File: src/rtl/bit_sample_ctrl_if.sv
// bit_sample_ctrl_if: control bus (master drives transEn/tick; slave returns srClock, bitIdx, busy, frameDone)
interface bit_sample_ctrl_if #(parameter int BW = 4);
  logic          transEn;
  logic          tick;
  logic          srClock;
  logic [BW-1:0] bitIdx;
  logic          busy;
  logic          frameDone;
  modport master (output transEn, tick, input srClock, bitIdx, busy, frameDone);
  modport slave (input transEn, tick, output srClock, bitIdx, busy, frameDone);
endinterface

File: src/rtl/bit_sample_ctrl.sv
// bit_sample_ctrl: per-bit sample strobe and frame tracker; ports clk, rst (sync active-low), bus (slave: transEn/tick in, srClock/bitIdx/busy/frameDone out)
module bit_sample_ctrl #(
  parameter int OSR        = 16,
  parameter int SAMPLE_PT  = 7,
  parameter int FRAME_BITS = 10
) (
  input  logic               clk,
  input  logic               rst,
  bit_sample_ctrl_if.slave   bus
);
  localparam int SW = ($clog2(OSR) > 1) ? $clog2(OSR) : 1;
  localparam int BW = ($clog2(FRAME_BITS) > 1) ? $clog2(FRAME_BITS) : 1;
  typedef enum logic {IDLE, RUN} state_t;
  state_t        r_state;
  logic [SW-1:0] r_scnt;
  logic [BW-1:0] r_bcnt;
  logic          w_run;
  logic          w_s_last;
  logic          w_b_last;
  assign w_run    = r_state == RUN;
  assign w_s_last = r_scnt == SW'(OSR - 1);
  assign w_b_last = r_bcnt == BW'(FRAME_BITS - 1);
  always_ff @(posedge clk)
    if (!rst) begin
      r_state <= IDLE;
      r_scnt  <= '0;
      r_bcnt  <= '0;
    end else if (!w_run || !bus.transEn) begin
      r_state <= bus.transEn ? RUN : IDLE;
      r_scnt  <= '0;
      r_bcnt  <= '0;
    end else if (bus.tick) begin
      r_scnt <= w_s_last ? '0 : r_scnt + 1'b1;
      r_bcnt <= w_s_last ? (w_b_last ? '0 : r_bcnt + 1'b1) : r_bcnt;
    end
  assign bus.srClock   = w_run & bus.tick & (r_scnt == SW'(SAMPLE_PT));
  assign bus.frameDone = w_run & bus.tick & w_s_last & w_b_last;
  assign bus.busy      = w_run;
  assign bus.bitIdx    = r_bcnt;
endmodule
File: src/flat_wrapper.sv
// flat-port wrapper written by rule: the top's interface ports become plain ports
module bit_sample_ctrl_flat 
#(
  parameter int OSR        = 16,
  parameter int SAMPLE_PT  = 7,
  parameter int FRAME_BITS = 10
)
  (clk, rst, bus_transEn, bus_tick, bus_srClock, bus_bitIdx, bus_busy, bus_frameDone);
  bit_sample_ctrl_if bus_i ();
  input  logic clk;
  input  logic rst;
  input wire logic [$bits(bus_i.transEn)-1:0] bus_transEn;
  input wire logic [$bits(bus_i.tick)-1:0] bus_tick;
  output wire logic [$bits(bus_i.srClock)-1:0] bus_srClock;
  output wire logic [$bits(bus_i.bitIdx)-1:0] bus_bitIdx;
  output wire logic [$bits(bus_i.busy)-1:0] bus_busy;
  output wire logic [$bits(bus_i.frameDone)-1:0] bus_frameDone;
  assign bus_i.transEn = bus_transEn;
  assign bus_i.tick = bus_tick;
  assign bus_srClock = bus_i.srClock;
  assign bus_bitIdx = bus_i.bitIdx;
  assign bus_busy = bus_i.busy;
  assign bus_frameDone = bus_i.frameDone;
  bit_sample_ctrl #(.OSR(OSR), .SAMPLE_PT(SAMPLE_PT), .FRAME_BITS(FRAME_BITS)) u_core (.clk(clk), .rst(rst), .bus(bus_i));
endmodule
File: config.mk
export PLATFORM = sky130hd
export DESIGN_NAME = bit_sample_ctrl_flat
export DESIGN_NICKNAME = d
export VERILOG_FILES = /design/src/rtl/bit_sample_ctrl_if.sv /design/src/rtl/bit_sample_ctrl.sv /design/src/flat_wrapper.sv
export SDC_FILE = /design/constraint.sdc
export NUM_CORES = 1
export LEC_CHECK = 0
export ABC_AREA = 0
export ABC_CLOCK_PERIOD_IN_PS = 1850
export CORE_AREA = 2 2 39 41
export DETAILED_ROUTE_END_ITERATION = 10
export DIE_AREA = 0 0 41 43
export SKIP_CTS_REPAIR_TIMING = 1
export SLEW_MARGIN = 30
export SYNTH_ARGS = -nofsm -noshare
export SYNTH_HDL_FRONTEND = slang
export SYNTH_SLANG_ARGS = --single-unit
File: constraint.sdc
create_clock -name clk -period 1.85 [get_ports clk]
set_input_delay 0.2775 -clock clk [delete_from_list [all_inputs] [get_ports clk]]
set_output_delay 0.2775 -clock clk [all_outputs]
set_load 0.1 [all_outputs]
# --- Yosys cells after proc, flatten, opt, wreduce, memory -nomap -nowiden ---
# Cells that the tools add are included.
totals:
  regBits: 9
  wordCells: 21
  inputBits: 4
classes:
  n_addsub: 2
  bitwise: 5
  n_eq_ne: 3
  n_mux: 3
  n_reduce_logical: 5
op_table:
  columns: ["operator", "count"]
  rows:
  - ["adder 4 x 1 -> 4 bit (second input constant)", 2]
  - ["equality test 4 bit (second input constant)", 2]
  - ["two-way mux 4 bit", 2]
  - ["bitwise AND 1 bit", 4]
  - ["equality test 4 x 3 -> 1 bit (second input constant)", 1]
  - ["logical NOT 1 bit", 2]
  - ["AND reduction 2 bit", 1]
  - ["OR reduction 2 bit", 1]
  - ["logical OR 1 bit", 1]
  - ["two-way mux 1 bit", 1]
  - ["NOT 1 bit", 1]

# --- Logic depth before layout (Yosys ltp) ---
logic_depth:
  word_depth: 3
  mapped_depth: 4
  depth_no_buf: 4

# --- Worst setup path before layout ---
# OpenSTA, ideal clock, no wires.
synth_path:
  path_type: "reg-to-output"
  from: "reg u_core.r_state, in the netlist u_core.bus.busy"
  to: "out bus_srClock"
  n_path_buf: 0
  slack_ns: -1.543
  stages_incl_launch_ff: 3
  arrival_ns: 3.115
  required_ns: 1.572
  cell_sequence: "dfxtp_1 > nand2_1 > nor3_1"
synth_between:
  elab_chain_cells: 2
synth_rtl:
  columns: ["element", "line_no", "rtl"]
  rows:
  - ["start, declared", "bit_sample_ctrl.sv:14", "state_t r_state;"]
  - ["start signal, assigned", "bit_sample_ctrl.sv:29", "r_state <= bus.transEn ? RUN : IDLE;"]
  - ["bitwise AND 1 bit (2 in series)", "bit_sample_ctrl.sv:36", "assign bus.srClock = w_run & bus.tick & (r_scnt == SW'(SAMPLE_PT));"]
  - ["end, declared", "flat_wrapper.sv:14", "output wire logic [$bits(bus_i.srClock)-1:0] bus_srClock;"]
# No other way between the ends.

# --- Worst setup path in the final report ---
layout_path:
  from: "reg u_core.r_scnt[0]"
  to: "out bus_frameDone"
layout_between:
  elab_chain_cells: 3
layout_rtl:
  columns: ["element", "line_no", "rtl"]
  rows:
  - ["start, declared", "bit_sample_ctrl.sv:15", "logic [SW-1:0] r_scnt;"]
  - ["start signal, assigned", "bit_sample_ctrl.sv:33", "r_scnt <= w_s_last ? '0 : r_scnt + 1'b1;"]
  - ["equality test 4 bit", "bit_sample_ctrl.sv:21", "assign w_s_last = r_scnt == SW'(OSR - 1);"]
  - ["bitwise AND 1 bit (2 in series)", "bit_sample_ctrl.sv:37", "assign bus.frameDone = w_run & bus.tick & w_s_last & w_b_last;"]
  - ["end, declared", "flat_wrapper.sv:17", "output wire logic [$bits(bus_i.frameDone)-1:0] bus_frameDone;"]
# No other way between the ends.

==> impl_metrics.tcl <==
set metrics [dict create \
    place_area_sq_um 609 \
    synth_top_area_frac 0.424 \
    maxCapViolCount 0 \
    final_layout_size_suffix_gt1_frac 0.369 \
    status "complete, no violations" \
    skew_ns 0.00377 \
    yosysSeqAreaShare 0.424 \
    rr_endpoint "u_core.bus.bitIdx[2]" \
    synth_seq_cells 9 \
    stdcell_area_sq_um 646 \
    synth_nets 53 \
    antenna_found_initial 0 \
    vias 401 \
    antenna_cells 0 \
    maxSlewViolCount 0 \
    hp-class "flip-flop to flip-flop" \
    tightest_slew_ns 0.294 \
    dieArea_sq_mm 0.00176 \
    clk_pin_slew_ns 0.06 \
    nets 71 \
    synth_cell_types 24 \
    hold_path.startpoint "u_core.r_scnt[0]" \
    cts-htree-levels 1 \
    period_share 0.972 \
    routedWlPerCell_um 11.5 \
    clockBufferDepth 2 \
    max_stage_delay_ns 0.36 \
    areaGrowthSynthToFinish_pct 51.8 \
    cts_made_buffers 3 \
    io_buffers 10 \
    power_leakage_uw 0.000216 \
    grt_pass1_wl_um 1500 \
    reg2reg_depth 5 \
    startpoint_type "flip-flop" \
    maxSlewHeadroom 0.804 \
    cp-end-kind "output pin" \
    hold_depth 2 \
    drt_iter0_drc 2 \
    cp_num_buf_inv 1 \
    grt.overflow.total 0 \
    via_per_inst 4.95 \
    synth_edf_count 0 \
    synth_area_sq_um 425 \
    yosys.area.top_type "dfxtp_1" \
    yosysWarnings 0 \
    grt_use_total 0.130 \
    routed_wirelength_um 935 \
    synth.most_common_cell "dfxtp_1" \
    r2r_start "u_core.r_scnt[0]" \
    core-area_sq_mm 0.00138 \
    async_reset_ff_frac 0 \
    synth_commonest_cells "9 x dfxtp_1, 6 x nand2_1, 5 x a21oi_1, 3 x nor2_1" \
    vdd_drop_max_uv 300 \
    cts_tree "built" \
    cts.sinks 9 \
    path_cells "ha_2, nand4_4, nor3_2, and4_4, buf_12" \
    holdWs_ns 0.512 \
    gp_congestion 0.656 \
    drtAntennaViolNets 0 \
    fin_crit_ns 1.80 \
    synth-main-ff-cell "dfxtp_1" \
    hold_violations 0 \
    cts-root-buf "clkbuf_4" \
    hpwl_um 697 \
    avgSynthCellArea_sq_um 8.86 \
    drcViolationCount 0 \
    die_y_um 43 \
    initial_core_util 0.307 \
    num-fill-cells 146 \
    reg2reg_slack_ns 0.42 \
    netlist_instances 48 \
    grt_pass1_vias 366 \
    rows 14 \
    crit_required_ns 1.57 \
    boundaryPins 11 \
    critPathMaxFanout 5 \
    hold_end "u_core.r_scnt[0]" \
    grt_start_max_net_pins 9 \
    cp_top_family "simple AND/OR/NAND/NOR gates" \
    clk_latency_ns 0.26 \
    worstPathArrival_ns 1.52 \
    max_freq_mhz 556 \
    p_per_area_mw_per_mm2 585 \
    cpMaxStageDelayCell "dfxtp_2" \
    critPathKind "flip-flop to output pin" \
    synth.area.top_cells "dfxtp_1 42%, a21oi_1 5.9%, nand2_1 5.3%, nand4_4 5.0%, nand3b_1 3.5%" \
    die_w_um 41 \
    dr.pass1.iters 2 \
    setup_viol 0 \
]
==> tightest hold or removal path, stage by stage (launching register included) <==
cell	delay, ns
dfxtp_2	0.34
nand2b_1	0.07
a21oi_1	0.06
==> layout by cell type (no fill, tap or decap), types with 3 or more instances in the layout <==
cell type	instances
nand2_1	6
clkbuf_4	3
buf_12	3
dfxtp_1	3
a21oi_1	5
nor2_1	3
dfxtp_2	5
buf_4	7
clkdlybuf4s50_1	3
==> area by class of cell <==
cell class                 count  area, sq um  share of cell area
timing repair buffer          13          143               0.221
multi-input combinational     37          259               0.401
inverter                       2         7.51              0.0116
tap                           16         20.0              0.0310
sequential                     9          190               0.295
clock buffer                   4         26.3              0.0407
==> metal layers <==
layer | vias to the layer above | share of wire | track usage
met5 | - | 0 | 0
met3 | 4 | 0.044 | 0.0314
met4 | 0 | 0.027 | 0.120
met2 | 9 | 0.49 | 0.184
li1 | 210 | - | -
met1 | 178 | 0.43 | 0.150
==> kinds of logic after synthesis <==
kind of cell             Yosys count  share of synthesized area
flip-flops                         9                      0.424
buffers and inverters              2                     0.0177
multiplexers                       1                     0.0235
adder cells (fa/ha/maj)            1                     0.0294
AND/OR/NAND/NOR                   22                      0.312
AO/OA/AOI/OAI                     11                      0.153
XOR/XNOR                           2                     0.0412
==> stage by stage <==
step / utilization / TNS [ns] / cells / setup slack [ns] / power, uW
after floorplan: - / 0 / 48 / 0.0267 / 213
after global placement: 0.440 / 0 / 77 / 0.0854 / 226
after global routing: 0.467 / -0.0407 / 81 / -0.0407 / 397
after CTS: 0.459 / -0.0391 / 81 / -0.0391 / 387
after detailed placement: 0.440 / 0 / 77 / 0.0786 / 226
final: 0.467 / 0 / 81 / 0.0510 / 378
==> flip-flops by register name, indices dropped and copies added (netlist names) <==
signal	flops
u_core.bus.bitIdx	4
u_core.r_scnt	4
u_core.bus.busy	1
==> where the power goes <==
group	total (uW)	internal, uW	switching [uW]
combinational	25.1	10.7	14.4
clock	156	83.3	72.9
sequential	196	195	1.83
==> how the worst max path moves through the flow <==
stage	startpoint	end	slack [ns]	cells after the start
5_1_grt	u_core.r_scnt[0]	bus_frameDone	-0.04	5
4_1_cts	u_core.r_scnt[0]	bus_frameDone	-0.04	5
2_1_floorplan	u_core.r_scnt[0]	bus_srClock	0.03	3
6_report	u_core.r_scnt[0]	bus_frameDone	0.05	5
3_3_place_gp	bus_tick	bus_frameDone	0.09	5
3_5_place_dp	bus_tick	bus_frameDone	0.08	5
No activity file was read; power rests on OpenSTA's default activity.
